File: config.mk
export PLATFORM = sky130hd
export DESIGN_NAME = cordic_sched
export DESIGN_NICKNAME = d
export VERILOG_FILES = /design/src/rtl/cordic_sched.sv
export SDC_FILE = /design/constraint.sdc
export NUM_CORES = 1
export LEC_CHECK = 0
export ABC_AREA = 1
export CAP_MARGIN = 25
export CORE_AREA = 2 2 130 132
export CTS_CLUSTER_SIZE = 8
export DETAILED_ROUTE_END_ITERATION = 10
export DIE_AREA = 0 0 132 134
export GPL_TIMING_DRIVEN = 0
export PLACE_DENSITY = 0.89
export SLEW_MARGIN = 0
export SYNTH_ARGS = -nofsm -noshare
export SYNTH_HDL_FRONTEND = slang
export SYNTH_SLANG_ARGS = --single-unit
File: constraint.sdc
create_clock -name clk -period 3.7 [get_ports clk]
set_input_delay 0.37 -clock clk [delete_from_list [all_inputs] [get_ports clk]]
set_output_delay 0.37 -clock clk [all_outputs]
set_load 0.01 [all_outputs]
File: src/rtl/cordic_sched.sv
// rtl/cordic_sched.sv - two-requester scheduler sharing one CORDIC core
// Round-robin arbitration over 1-entry slots, with timeout abort to a NaN result.
module cordic_sched #(
  parameter int          TIMEOUT  = 64,
  parameter logic [31:0] NAN_WORD = 32'h7FC00000
) (
  input  logic        clk,
  input  logic        reset,
  input  logic        clk_en,
  input  logic        r0_start,
  input  logic [31:0] r0_x,
  output logic        r0_busy,
  output logic        r0_done,
  output logic [31:0] r0_result,
  output logic        r0_err,
  input  logic        r1_start,
  input  logic [31:0] r1_x,
  output logic        r1_busy,
  output logic        r1_done,
  output logic [31:0] r1_result,
  output logic        r1_err,
  output logic        core_clk_en,
  output logic        core_start,
  output logic [31:0] core_x,
  input  logic [31:0] core_result,
  input  logic        core_done
);

  localparam int          CW   = (TIMEOUT > 2) ? $clog2(TIMEOUT) : 1;
  localparam logic [CW-1:0] TMAX = CW'(TIMEOUT - 1);

  typedef enum logic [1:0] {IDLE, ISSUE, WAIT, RESP} state_t;

  state_t        state;
  logic          pend0, pend1;
  logic [31:0]   x0, x1;
  logic          ptr;
  logic          gnt;
  logic          abort;
  logic [CW-1:0] cnt;
  logic [31:0]   res_q;
  logic          done0_q, done1_q, err0_q, err1_q, cstart_q;
  logic          sel;
  logic          accept0, accept1;

  // Pulse outputs are gated so a frozen scheduler shows no activity, yet the
  // held registers let the pulse reappear once clk_en returns.
  assign r0_done     = done0_q & clk_en;
  assign r1_done     = done1_q & clk_en;
  assign r0_err      = err0_q & clk_en;
  assign r1_err      = err1_q & clk_en;
  assign core_start  = cstart_q & clk_en;
  assign core_clk_en = clk_en;

  // busy stays up through the done cycle so a restart lands one cycle later.
  assign r0_busy = pend0 | done0_q;
  assign r1_busy = pend1 | done1_q;

  assign accept0 = clk_en & r0_start & ~r0_busy;
  assign accept1 = clk_en & r1_start & ~r1_busy;

  always_comb begin
    sel = 1'b0;
    if (pend0 && pend1) sel = ptr;
    else                sel = ~pend0;
  end

  always_ff @(posedge clk or negedge reset) begin
    if (!reset) begin
      state     <= IDLE;
      pend0     <= 1'b0;
      pend1     <= 1'b0;
      x0        <= 32'h0;
      x1        <= 32'h0;
      ptr       <= 1'b0;
      gnt       <= 1'b0;
      abort     <= 1'b0;
      cnt       <= '0;
      res_q     <= 32'h0;
      done0_q   <= 1'b0;
      done1_q   <= 1'b0;
      err0_q    <= 1'b0;
      err1_q    <= 1'b0;
      cstart_q  <= 1'b0;
      core_x    <= 32'h0;
      r0_result <= 32'h0;
      r1_result <= 32'h0;
    end else if (clk_en) begin
      done0_q  <= 1'b0;
      done1_q  <= 1'b0;
      err0_q   <= 1'b0;
      err1_q   <= 1'b0;
      cstart_q <= 1'b0;
      if (accept0) begin
        pend0 <= 1'b1;
        x0    <= r0_x;
      end
      if (accept1) begin
        pend1 <= 1'b1;
        x1    <= r1_x;
      end
      case (state)
        IDLE: begin
          if (pend0 || pend1) begin
            gnt      <= sel;
            ptr      <= ~sel;
            core_x   <= sel ? x1 : x0;
            cstart_q <= 1'b1;
            state    <= ISSUE;
          end
        end
        ISSUE: begin
          cnt   <= '0;
          abort <= 1'b0;
          state <= WAIT;
        end
        WAIT: begin
          // A done arriving on the final count still wins over the abort.
          if (core_done) begin
            res_q <= core_result;
            state <= RESP;
          end else if (cnt == TMAX) begin
            res_q <= NAN_WORD;
            abort <= 1'b1;
            state <= RESP;
          end else begin
            cnt <= cnt + 1'b1;
          end
        end
        RESP: begin
          if (gnt) begin
            done1_q   <= 1'b1;
            err1_q    <= abort;
            r1_result <= res_q;
            pend1     <= 1'b0;
          end else begin
            done0_q   <= 1'b1;
            err0_q    <= abort;
            r0_result <= res_q;
            pend0     <= 1'b0;
          end
          state <= IDLE;
        end
        default: state <= IDLE;
      endcase
    end
  end

endmodule
==> results of run 1 <==
## synth_stat cells
| master | number | share of area |
|---|---|---|
| nor2_4 | 1 | 0.0013 |
| buf_4 | 9 | 0.0079 |
| a21oi_1 | 10 | 0.0059 |
| inv_1 | 55 | 0.024 |
| inv_2 | 1 | 0.00044 |
| nand3_2 | 2 | 0.0024 |
| clkbuf_1 | 14 | 0.0062 |
| nand2_1 | 444 | 0.20 |
| nand2_2 | 3 | 0.0022 |
| o21ai_1 | 6 | 0.0035 |
| o21ai_2 | 17 | 0.017 |
| nand2_4 | 1 | 0.0013 |
| buf_2 | 16 | 0.0094 |
| nor2_1 | 18 | 0.0079 |
| nor2_2 | 1 | 0.00074 |
| a21oi_2 | 3 | 0.0031 |
| o21ai_0 | 73 | 0.043 |
| xnor2_1 | 1 | 0.0010 |
| nand4_1 | 1 | 0.00074 |
| ha_1 | 6 | 0.0088 |
| buf_6 | 8 | 0.011 |
| or2_2 | 2 | 0.0015 |
| nand3_1 | 42 | 0.025 |
| nor2_8 | 1 | 0.0024 |
| dfrtp_1 | 210 | 0.62 |
## layout by cell type, fill, tap and decap left out, drive strengths merged
master           n
nor2            21
or2              2
a21oi           13
o21ai           96
inv             56
dlygate4sd3      1
clkdlybuf4s50  203
nand2          448
nand3           44
ha               6
clkbuf          45
dfrtp          210
nand4            1
buf             35
clkinv           1
xnor2            1
## power by group through the flow
stage / registers (mW) / clock network (mW) / logic (mW)
global placement: 3.84 / 0 / 3.00
floorplan: 3.98 / 0 / 1.42
global route: 3.99 / 2.46 / 3.46
detailed placement: 3.87 / 0 / 3.14
finish: 3.90 / 2.34 / 3.17
CTS: 3.87 / 2.36 / 3.19
## through the flow
stage	setup slack [ns]	utilization	hold slack, ns	total power, mW
after global routing	1.35	0.715	0.170	9.91
final	1.38	0.715	0.174	9.40
after global placement	-6.22	0.665	0.459	6.84
after floorplan	2.29	-	0.0744	5.40
after detailed placement	1.40	0.667	0.445	7.01
after CTS	1.40	0.715	0.164	9.42
## per-layer routing
metal	track usage	wire length, um	share of wire
met5	0	0	0
met3	0.0408	1570	0.068
met1	0.324	8850	0.39
met2	0.454	11800	0.52
met4	0.0978	726	0.032
## cell families after synthesis
family                   after synthesis
AND/OR/NAND/NOR                      516
flip-flops                           210
adder cells (fa/ha/maj)                6
buffers and inverters                103
XOR/XNOR                               1
AO/OA/AOI/OAI                        109
## registers in the layout (all words and copies together), names as in the netlist, 2 cells and up
name	cells
core_x	32
r0_result	32
res_q	32
x1	32
x0	32
state	2
cnt	6
r1_result	32
## worst max-delay path by stage
stage / from / endpoint / slack, ns / cells past startpoint
3_5_place_dp: clk_en / r0_done / 1.40 / 5
6_report: clk_en / r1_done / 1.38 / 5
3_3_place_gp: reset / core_x[28] / -6.22 / 1
5_1_grt: clk_en / r0_done / 1.35 / 5
4_1_cts: clk_en / r0_done / 1.40 / 5
2_1_floorplan: state[0] / core_x[25] / 2.29 / 10
## area by class of cell
| class | count | area [um^2] | area share |
|---|---|---|---|
| clock inverters | 1 | 8.76 | 0.000751 |
| repair buffers | 206 | 2080 | 0.179 |
| multi-input cells | 632 | 2760 | 0.236 |
| flip-flops and latches | 210 | 5260 | 0.451 |
| inverters | 56 | 210 | 0.0180 |
| plain buffers | 47 | 290 | 0.0249 |
| clock buffers | 31 | 776 | 0.0666 |
| well taps | 220 | 275 | 0.0236 |
## critical path, delay by kind of cell
| kind | cells | cell delay (ns) |
|---|---|---|
| buffers and inverters | 4 | 1.51 |
| and+or+nand+nor | 1 | 0.06 |
## what timing repair did
| action | in CTS | in global routing |
|---|---|---|
| endpoints found under the hold margin | 96 | 0 |
| resized for setup | 0 | 0 |
| hold buffers | 1 | 0 |
==> reports/qor.csv, run 1 <==
metric;value;unit
setup-violations-final;0;
std_cell_rows;47;
globalplace.congestion;0.820;
holdPathEnd;res_q[31];
track_usage;0.258;
htree_levels;1;
synthAdderAreaFrac;0.00882;
fp.dieW;132;um
cts_buffer_depth;3;
slowest_stage;clkdlybuf4s50_1;
numCtsBuffers;30;
routed_wl;23.0;mm
first_global_vias;7439;
power.switching;3.12;mW
power.combinational.fraction;0.337;
ys_types;25;
synth-simple-area-share;0.241;
rr_startpoint;state[0];
timing.fmax;431;MHz
synthesis.area;8510;um^2
path_max_fanout;10;
synth.ff_latch_count;210;
yosys_warnings;0;
io_buffer_count;204;
overflow;0;
ys_seq_area_frac;0.617;
via_per_inst;5.23;
rsz0062_at_grt;false;
drc;0;
num_vias;7344;
cts_sinks;210;
drv_slew;0;
drt-initial-drc-count;624;
grt_max_degree;115;
avgRoutedWirePerCell;16.4;um
core-area;16300;um^2
syn_area_per_cell;9.01;um^2
p_seq_frac;0.414;
antenna_left;0;
clock_skew;0.0169;ns
finalCriticalPeriod;2.32;ns
drive_gt1_frac;0.0837;
fillers;1132;
netSwitchingFraction;0.332;
cts_setup_buffers;0;
synthMuxAreaShare;0;
place_inst;1370;
final_cells;1403;
clk_pin_slew;0.05;ns
grt_pass1_wl;36.6;mm
cts_root_buf;clkbuf_16;
worst_pin_slew;0.721;ns
fin_crit_sh;0.627;
dpl_cell_area;10900;um^2
ir_drop;0.000437;V
end_kind;output port;
r2r_slack;1.88;ns
reg2regPathDepth;9;
leakage;5.69;nW
synth_top_family_by_area;simple AND/OR/NAND/NOR gates;
io_pins;206;
r2r-end;core_x[22];
holdPathStages;3;
maxSlewHeadroom;0.520;
synthXorXnorAreaFrac;0.00103;
holdCritStartpoint;core_done;
required;3.33;ns
crit_top_cell;clkdlybuf4s50_1;
syn_to_final_growth;36.9;%
setup_tns;0;ns
insertion_delay;0.52;ns
dieHeight;134;um
syn_inst;945;
cts_tree;done;
crit_path_max_incr_delay;0.63;ns
cp.arrival;1.95;ns
antenna_found_initial;0;
p_clk_frac;0.249;
hold_path_class;input port to flip-flop;
status;complete, no violations;
synth_compound_area_frac;0.0729;
p_per_area;806;nW/um^2
internal_power;6.28;mW
nets;1291;
finalInstanceArea;11700;um^2
startpoint_type;input port;
hpwl;15.5;mm
path_class;input port to output port;
n_antenna_cell;0;
hold_viol;0;
synth.net_count;1053;
max-cap-violations;0;
path_cells;clkdlybuf4s50_1, buf_4, nand2_1, inv_1, clkdlybuf4s50_1;
firstDrtPassIters;5;
start_util;0.522;
dieArea;17700;um^2
Note: power is estimated with default switching activity, not from simulation.
==> run 2: changes to the inputs <==
--- a/config.mk
+++ b/config.mk
@@ -7,12 +7,12 @@
 export LEC_CHECK = 0
 export ABC_AREA = 1
 export CAP_MARGIN = 25
-export CORE_AREA = 2 2 130 132
+export CORE_AREA = 2 2 134 136
 export CTS_CLUSTER_SIZE = 8
 export DETAILED_ROUTE_END_ITERATION = 10
-export DIE_AREA = 0 0 132 134
+export DIE_AREA = 0 0 136 138
 export GPL_TIMING_DRIVEN = 0
-export PLACE_DENSITY = 0.89
+export PLACE_DENSITY = 0.84
 export SLEW_MARGIN = 0
 export SYNTH_ARGS = -nofsm -noshare
 export SYNTH_HDL_FRONTEND = slang
==> constraint.sdc (replaced) <==
create_clock -name clk -period 2.19 [get_ports clk]
set_input_delay 0.219 -clock clk [delete_from_list [all_inputs] [get_ports clk]]
set_output_delay 0.219 -clock clk [all_outputs]
set_load 0.01 [all_outputs]
==> reports/qor.csv, run 2 (synthesis gave the netlist of run 1 again) <==
metric;value;unit;change
path_buf_inv;4;;unchanged
drive_gt1_frac;0.0836;;was 0.0837
status;complete, no violations;;unchanged
overflow;0;;unchanged
drt-initial-drc-count;485;;was 624
leakage;5.69;nW;about the same
finalCriticalPeriod;2.03;ns;
clock_skew;0.0169;ns;about the same
cts_root_buf;clkbuf_16;;unchanged
r2r_slack;0.42;ns;was 1.88 ns
path_cells;clkdlybuf4s50_1, buf_4, nand2_1, inv_1, clkdlybuf4s50_1;;unchanged
required;1.97;ns;was 3.33 ns
dieHeight;138;um;was 134 um
n_antenna_cell;0;;unchanged
dieArea;18800;um^2;was 17,700 um^2
cts_sinks;210;;unchanged
antenna_found_initial;0;;unchanged
final_common_cell;nand2_1;;unchanged
drv_slew;0;;unchanged
drc;0;;unchanged
globalplace.congestion;0.806;;was 0.820
cp_top_family;buffers and inverters;;unchanged
r2r-end;core_x[1];;was core_x[22]
std_cell_rows;49;;was 47
finalInstanceArea;11700;um^2;about the same
core-area;17500;um^2;was 16,300 um^2
cts_setup_buffers;0;;unchanged
rr_startpoint;state[0];;unchanged
fillers;1376;;was 1,132
max-cap-violations;0;;unchanged
crit_top_cell;clkdlybuf4s50_1;;unchanged
crit_path_max_incr_delay;0.64;ns;was 0.63 ns
clk_pin_slew;0.05;ns;about the same
cts_tree;done;;unchanged
grt_max_degree;109;;was 115
hold_path_class;input port to flip-flop;;unchanged
p_per_area;1360;nW/um^2;was 806 nW/um^2
startpoint_type;input port;;unchanged
numCtsBuffers;30;;unchanged
crit_end;r0_done;;was r1_done
rsz0062_at_grt;false;;unchanged
firstDrtPassIters;5;;unchanged
avgRoutedWirePerCell;16.0;um;was 16.4 um
cts_buffer_depth;3;;unchanged
slowest_stage;clkdlybuf4s50_1;;unchanged
cp.arrival;1.81;ns;was 1.95 ns
hpwl;15.3;mm;was 15.5 mm
p_total;15.9;mW;was 9.40 mW
layout_common_cells;nand2_1 (444), dfrtp_1 (210), clkdlybuf4s50_1 (203);;unchanged
hold_viol;0;;unchanged
track_usage;0.242;;was 0.258
end_kind;output port;;unchanged
fp.dieW;136;um;was 132 um
maxSlewHeadroom;0.475;;was 0.520
io_buffer_count;204;;unchanged
path_max_fanout;10;;unchanged
fin_crit_sh;0.925;;
reg2regPathDepth;9;;unchanged
io_pins;206;;unchanged
timing.fmax;494;MHz;
grt_pass1_wl;36.5;mm;was 36.6 mm
crit_path_start;clk_en;;unchanged
worst_pin_slew;0.787;ns;was 0.721 ns
start_util;0.485;;was 0.522
dpl_cell_area;10900;um^2;about the same
htree_levels;1;;unchanged
fin_util;0.665;;was 0.715
setup-violations-final;0;;unchanged
ir_drop;0.000805;V;was 0.000437 V
nets;1291;;unchanged
syn_to_final_growth;37.1;%;was 36.9%
first_global_vias;7405;;was 7,439
worst-path-stages;5;;unchanged
routed_wl;22.6;mm;was 23.0 mm
insertion_delay;0.53;ns;was 0.52 ns
num_vias;7184;;was 7,344
path_class;input port to output port;;unchanged
via_per_inst;5.08;;was 5.23
antenna_left;0;;unchanged
==> run 2: changes by cell type in the layout (fill, tap and decap cells not counted) <==
cell and delta:
clkbuf_1 +1, clkinvlp_4 +1, clkinv_4 -1
==> run 2: repair_timing <==
item                                   CTS  global route
hold buffers                             1             0
resized for setup                        0             0
endpoints found under the hold margin  102             0
==> run 2: tightest hold or removal path: cells and delay by family <==
kind / cells / cell delay [ns]
AOI/OAI and AO/OA: 1 / 0.06
buffers and inverters: 1 / 0.15
and+or+nand+nor: 1 / 0.08
==> run 2: layout make-up <==
cell class,count,area (um^2),share of cell area
clock buffer,32,779,0.0668
tap,229,287,0.0246
clock inverter,1,7.51,0.000643
inverter,56,210,0.0180
multi-input combinational,632,2760,0.236
buffer,47,290,0.0249
timing repair buffer,206,2080,0.179
sequential,210,5260,0.450
==> run 2: layer usage <==
layer / routed length (um) / part of all wire / up-vias / track usage
li1: - / - / 3396 / -
met1: 9110 / 0.40 / 3464 / 0.310
met2: 11100 / 0.49 / 261 / 0.407
met3: 1440 / 0.064 / 63 / 0.0403
met4: 890 / 0.039 / 0 / 0.105
met5: 0 / 0 / - / 0
==> run 2: worst min-delay path by stage <==
stage                          from         to  slack [ns]  cells after the start
after global placement        x1[7]  core_x[7]        0.46                      2
after global routing      core_done  res_q[31]        0.03                      3
after floorplan               reset      abort       -0.08                      0
after CTS                 core_done  res_q[31]        0.01                      3
after detailed placement      reset  res_q[26]        0.31                      1
final                     core_done  res_q[31]        0.02                      3
==> run 2: power by group <==
group          internal, mW  switching [mW]
logic                  2.57            2.74
registers              5.59           0.962
clock network          2.45            1.54
==> run 2: stage by stage <==
stage	std cells	hold slack, ns	setup TNS, ns	setup WS [ns]
after floorplan	945	-0.0766	0	0.775
after global placement	1378	0.458	-1599.91	-7.63
after detailed placement	1379	0.308	0	0.191
after CTS	1413	0.0108	0	0.195
after global routing	1413	0.0279	0	0.128
final	1413	0.0207	0	0.165
